===== src/rtl/bcd_to_unsigned.sv =====
// Packed-BCD to unsigned binary converter. Uses reverse double dabble, one bit per clock.
// Handshake is trigger / idle / done; results are held until the next completion.
//
// state   | meaning
// --------+-----------------------------------------------------------
// S_IDLE  | waiting for trigger; a nibble > 9 skips straight to S_DONE
// S_CONVERT | one shift/correct iteration per clock, OUT_W iterations
// S_DONE  | publish result/error; done/bin_out/error update on exit
module bcd_to_unsigned #(
  parameter int DIGITS = 8,
  parameter int OUT_W  = 27
) (
  input  logic                  clk,
  input  logic                  reset,
  input  logic                  trigger,
  input  logic [4*DIGITS-1:0]   bcd_in,
  output logic                  idle,
  output logic                  done,
  output logic                  error,
  output logic [OUT_W-1:0]      bin_out
);

  localparam int BCD_W = 4 * DIGITS;
  localparam int CNT_W = (OUT_W > 1) ? $clog2(OUT_W) : 1;

  typedef enum logic [1:0] {
    S_IDLE    = 2'd0,
    S_CONVERT = 2'd1,
    S_DONE    = 2'd2
  } state_t;

  state_t             state_q, state_d;
  logic [BCD_W-1:0]   bcd_q, bcd_d;
  logic [OUT_W-1:0]   bin_q, bin_d;
  logic [CNT_W-1:0]   cnt_q, cnt_d;
  logic               err_pend_q, err_pend_d;
  logic               idle_q, idle_d;
  logic               done_q, done_d;
  logic               error_q, error_d;
  logic [OUT_W-1:0]   bin_out_q, bin_out_d;

  logic               bad_digit;
  logic [BCD_W+OUT_W-1:0] shifted;

  always_comb begin
    bad_digit = 1'b0;
    for (int i = 0; i < DIGITS; i++) begin
      if (bcd_in[4*i +: 4] > 4'd9) bad_digit = 1'b1;
    end
  end

  assign shifted = {bcd_q, bin_q} >> 1;

  always_comb begin
    state_d    = state_q;
    bcd_d      = bcd_q;
    bin_d      = bin_q;
    cnt_d      = cnt_q;
    err_pend_d = err_pend_q;
    idle_d     = idle_q;
    done_d     = 1'b0;
    error_d    = error_q;
    bin_out_d  = bin_out_q;

    case (state_q)
      S_IDLE: begin
        idle_d = 1'b1;
        // idle_q stays low for the cycle that shows done, so acceptance keys off it
        if (trigger && idle_q) begin
          idle_d = 1'b0;
          if (bad_digit) begin
            err_pend_d = 1'b1;
            state_d    = S_DONE;
          end else begin
            bcd_d      = bcd_in;
            bin_d      = '0;
            cnt_d      = '0;
            err_pend_d = 1'b0;
            state_d    = S_CONVERT;
          end
        end
      end

      S_CONVERT: begin
        idle_d = 1'b0;
        bin_d  = shifted[OUT_W-1:0];
        bcd_d  = shifted[BCD_W+OUT_W-1:OUT_W];
        for (int i = 0; i < DIGITS; i++) begin
          if (bcd_d[4*i +: 4] >= 4'd8) bcd_d[4*i +: 4] = bcd_d[4*i +: 4] - 4'd3;
        end
        cnt_d = cnt_q + CNT_W'(1);
        if (cnt_q == CNT_W'(OUT_W - 1)) state_d = S_DONE;
      end

      S_DONE: begin
        idle_d  = 1'b0;
        done_d  = 1'b1;
        state_d = S_IDLE;
        if (err_pend_q) begin
          bin_out_d = '0;
          error_d   = 1'b1;
        end else begin
          bin_out_d = bin_q;
          error_d   = 1'b0;
        end
      end

      default: begin
        state_d = S_IDLE;
        idle_d  = 1'b1;
      end
    endcase
  end

  always_ff @(posedge clk) begin
    if (reset) begin
      state_q    <= S_IDLE;
      bcd_q      <= '0;
      bin_q      <= '0;
      cnt_q      <= '0;
      err_pend_q <= 1'b0;
      idle_q     <= 1'b1;
      done_q     <= 1'b0;
      error_q    <= 1'b0;
      bin_out_q  <= '0;
    end else begin
      state_q    <= state_d;
      bcd_q      <= bcd_d;
      bin_q      <= bin_d;
      cnt_q      <= cnt_d;
      err_pend_q <= err_pend_d;
      idle_q     <= idle_d;
      done_q     <= done_d;
      error_q    <= error_d;
      bin_out_q  <= bin_out_d;
    end
  end

  assign idle    = idle_q;
  assign done    = done_q;
  assign error   = error_q;
  assign bin_out = bin_out_q;

endmodule


===== config.mk =====
export PLATFORM = sky130hd
export DESIGN_NAME = bcd_to_unsigned
export DESIGN_NICKNAME = d
export VERILOG_FILES = /design/src/rtl/bcd_to_unsigned.sv
export SDC_FILE = /design/constraint.sdc
export NUM_CORES = 1
export LEC_CHECK = 0
export CAP_MARGIN = 20
export CORE_MARGIN = 2
export CORE_UTILIZATION = 30
export CTS_BUF_LIST = sky130_fd_sc_hd__clkbuf_4 sky130_fd_sc_hd__clkbuf_8
export DETAILED_ROUTE_END_ITERATION = 8
export HOLD_SLACK_MARGIN = 0.1
export PLACE_DENSITY = 0.46
export REMOVE_ABC_BUFFERS = 1
export SYNTH_ARGS = -nofsm -noshare
export SYNTH_HDL_FRONTEND = slang
export SYNTH_SLANG_ARGS = --single-unit

===== constraint.sdc =====
create_clock -name clk -period 1.55 [get_ports clk]
set_input_delay 0.155 -clock clk [delete_from_list [all_inputs] [get_ports clk]]
set_output_delay 0.155 -clock clk [all_outputs]
set_load 0.05 [all_outputs]

==> summary.md <==
| Metric | Value |
|---|---|
| Design Area, Final | `5920 um2` |
| Placed cell count | `770` |
| Filler Cells Inserted | `approximately 1500` |
| Critical path endpoint category | `flip-flop` |
| Antenna violations before repair | `0` |
| CP arrival | `~1.8 ns` |
| Final #Nets | `about 650` |
| Internal | `roughly 3.5 mW` |
| Synth async-reset ratio | `0%` |
| Seq pwr share | `a little over half` |
| TritonCTS clock tree | `done` |
| Comb power frac | `10.3%` |
| Min-delay worst type | `primary input to flip-flop` |
| Clk root buf | `clkbuf_8` |
| Mapped Avg Cell Area | `8.45 um2` |
| Met3 GRT Util | `between 4 and 5%` |
| Final Skew | `~0.010 ns` |
| M2 GR Usage | `25.6%` |
| GRT busiest layer | `met2` |
| Vias in the first global route | `3957` |
| Clock transition at path regs | `about 0.10 ns` |
| Post-cts hold buffer count | `0` |
| Seq cells post-synth | `97` |
| Number of synthesized flops with an enable pin | `0` |
| Worst-margin pin slew | `0.305 ns` |
| Post-Syn Instances | `roughly 530` |
| Crit Path Class | `primary input to flip-flop` |
| Pins Over Slew Limit | `0` |
| Met1 usage | `a little under a fifth` |
| Yosys warnings | `0` |
| Final setup vio count | `0` |
| Max cap viols | `0` |
| Initial DRT Pass Iterations | `4` |
| Period utilization | `94.9%` |
| Pwr Density | `between 800 and 900 nW/um2` |
| Clk buf depth | `2` |
| Status | `finished clean` |
| Area grow syn2layout | `32.3%` |
| CTS Buf Count | `9` |
| Violation count after the first detailed-routing iteration | `227` |
| Synth Cell Area | `roughly 4500 um2` |
| Core Box Area | `14500 um2` |
| Layout cells sized above 1 | `around 18%` |
| Die footprint | `15900 um2` |
| Pin count of the biggest net entering global routing | `between 40 and 50` |
| # IOs | `between 60 and 70` |
| Total vias in the final route | `3970` |
| DRC viols | `0` |
| Most common cell after layout, fill and taps aside | `dfxtp_1` |
| Sw Share | `around a quarter` |
| Main synth FF type | `dfxtp_1` |
| Port Buffer Count | `64` |
| Fmax | `between 600 and 700 MHz` |
| Initial Utilization | `a little under a third` |
| GPL Wtd Cong | `0.745` |
| Sequential area share after synthesis | `43.4%` |
| Largest cells by area after synthesis | `dfxtp_1 (43%), a21oi_1 (6.2%), ha_1 (4.5%)` |
| Final hold vios | `0` |
| CP required | `roughly 1.8 ns` |
| GRT overflow | `0` |
| CTS H-Tree Depth | `3` |
| First-pass GRT wire length | `a little under 20000 um` |
| Net Switching | `approximately 1.2 mW` |
| Netlist cell types | `35` |
| Most frequent cells in the layout | `dfxtp_1 (96), buf_4 (60), a21oi_1 (55)` |
| Pleak | `approximately 2.2 nW` |
| CP max FO | `6` |
| Antenna Violating Nets Remaining | `0` |
| Worst rel slew slack | `79.1%` |
| Drt wl/cell | `15.1 um` |
| Placement Rows | `44` |
| Clock power frac | `between 30% and 40%` |
| Clock sinks | `a little under 100` |
| Startpoint types | `primary input` |
| Later-pin clock latency in the skew report | `approximately 0.38 ns` |
| HPWL Detailed | `~8000 um` |
| Detailed Route WL | `~12000 um` |
| Die Y | `approximately 130 um` |
| Peak VDD IR | `0.696 mV` |
| Dpl cell area | `5480 um2` |
| Chip Width | `roughly 130 um` |
| Top cell type's share of synthesized area | `approximately 43%` |
| Yosys top cell by area | `dfxtp_1` |
| Vias per cell | `about 5.0` |
| Antenna cells | `0` |
| Non-filler cells, final | `roughly 800` |
| Total track usage | `between 10 and 15%` |
| RSZ-0062 raised after global routing | `yes` |
| Final min period | `1.47 ns` |
==> power by group through the flow <==
stage | Combinational, mW | Clock, mW | Sequential, mW
after floorplan | 0.139 | 0 | 2.60
after global placement | 0.473 | 0 | 2.58
after detailed placement | 0.473 | 0 | 2.58
after CTS | 0.489 | 1.83 | 2.52
after global routing | 0.537 | 1.93 | 2.53
final | 0.494 | 1.76 | 2.52
==> layout make-up <==
cell class	instances	area, um2	area share, %
repair buffers	110	1150	19.5
multi-input cells	367	2310	39.1
inverters	18	67.6	1.14
clock inverters	6	72.6	1.23
flip-flops and latches	97	1940	32.8
clock buffers	10	138	2.33
well taps	184	230	3.89
==> worst paths after layout <==
check / cells past startpoint / to / start / slack (ns)
worst max-delay path: 8 / bcd_q[23]$_SDFFE_PP0P_ / bcd_in[27] / 0.08
worst min-delay path: 3 / bcd_q[15]$_SDFFE_PP0P_ / bcd_in[15] / 0.12
worst max register to register: 6 / bin_out[5]$_SDFFE_PP0P_ / state_q[0]$_SDFFE_PP0P_ / 0.12
worst min register to register: 2 / bin_q[26]$_SDFFE_PP0P_ / bcd_q[0]$_SDFFE_PP0P_ / 0.46
==> synthesized netlist by cell type (3+ instances only) <==
| cell type | instances |
|---|---|
| o31ai_1 | 8 |
| xnor2_1 | 14 |
| a211oi_1 | 8 |
| a31oi_1 | 7 |
| o21ai_1 | 8 |
| o2111ai_1 | 14 |
| clkbuf_1 | 22 |
| ha_1 | 16 |
| nor2b_1 | 9 |
| o32ai_1 | 3 |
| o21ai_0 | 28 |
| nor3_1 | 3 |
| nand2b_1 | 27 |
| nor2_1 | 41 |
| nand4_1 | 4 |
| nor3b_1 | 25 |
| dfxtp_1 | 97 |
| a21oi_1 | 55 |
| a311oi_1 | 10 |
| o211ai_1 | 7 |
| nand2_1 | 39 |
| or3_1 | 3 |
| buf_2 | 24 |
| o22ai_1 | 23 |
| nand3_1 | 7 |
| inv_1 | 18 |
==> cells by family after synthesis <==
| family | Yosys count | share of synthesized area, % |
|---|---|---|
| flops | 97 | 43.4 |
| fa+ha+maj | 16 | 4.48 |
| simple gates | 163 | 18.9 |
| xor+xnor | 14 | 2.74 |
| buf+inv | 65 | 6.21 |
| compound gates | 174 | 24.2 |
==> metal layers <==
| layer | routed length [um] | part of all wire, % |
|---|---|---|
| met5 | 0 | 0 |
| met4 | 92 | 0.77 |
| met3 | 565 | 4.7 |
| met2 | 5740 | 48 |
| met1 | 5550 | 46 |
==> flip-flops by register name (all words and copies together), names as in the netlist <==
name,flops
idle,1
bin_out,27
cnt_q,5
err_pend_q,1
bin_q,27
error,1
done,1
bcd_q,32
state_q,2
==> per-stage QoR <==
stage	utilization, %	setup TNS, ns	setup WS, ns	power [mW]	hold slack [ns]
after floorplan	-	-77.24	-1.66	2.74	0.224
after global placement	37.7	-28.21	-0.447	3.05	0.441
after detailed placement	37.7	-28.88	-0.506	3.05	0.444
after CTS	39.5	-0.00244	-0.00220	4.85	0.122
after global routing	40.7	-0.0278	-0.0125	5.00	0.118
final	40.7	0	0.0792	4.78	0.118
==> worst max-delay path, stage by stage <==
cell,delay [ns]
clkdlybuf4s50_1,0.43
o21ai_2,0.09
nand4_1,0.12
buf_6,0.15
o21bai_4,0.27
buf_12,0.17
a31oi_1,0.08
a311oi_1,0.27
==> what timing repair did <==
item,4_1_cts,5_1_grt
endpoints found under the setup margin,58,65
gates cloned,1,2
buffers inserted,1,2
pin swaps,4,17
gates resized for setup,3,37
Note: power is estimated with default switching activity, not from simulation.
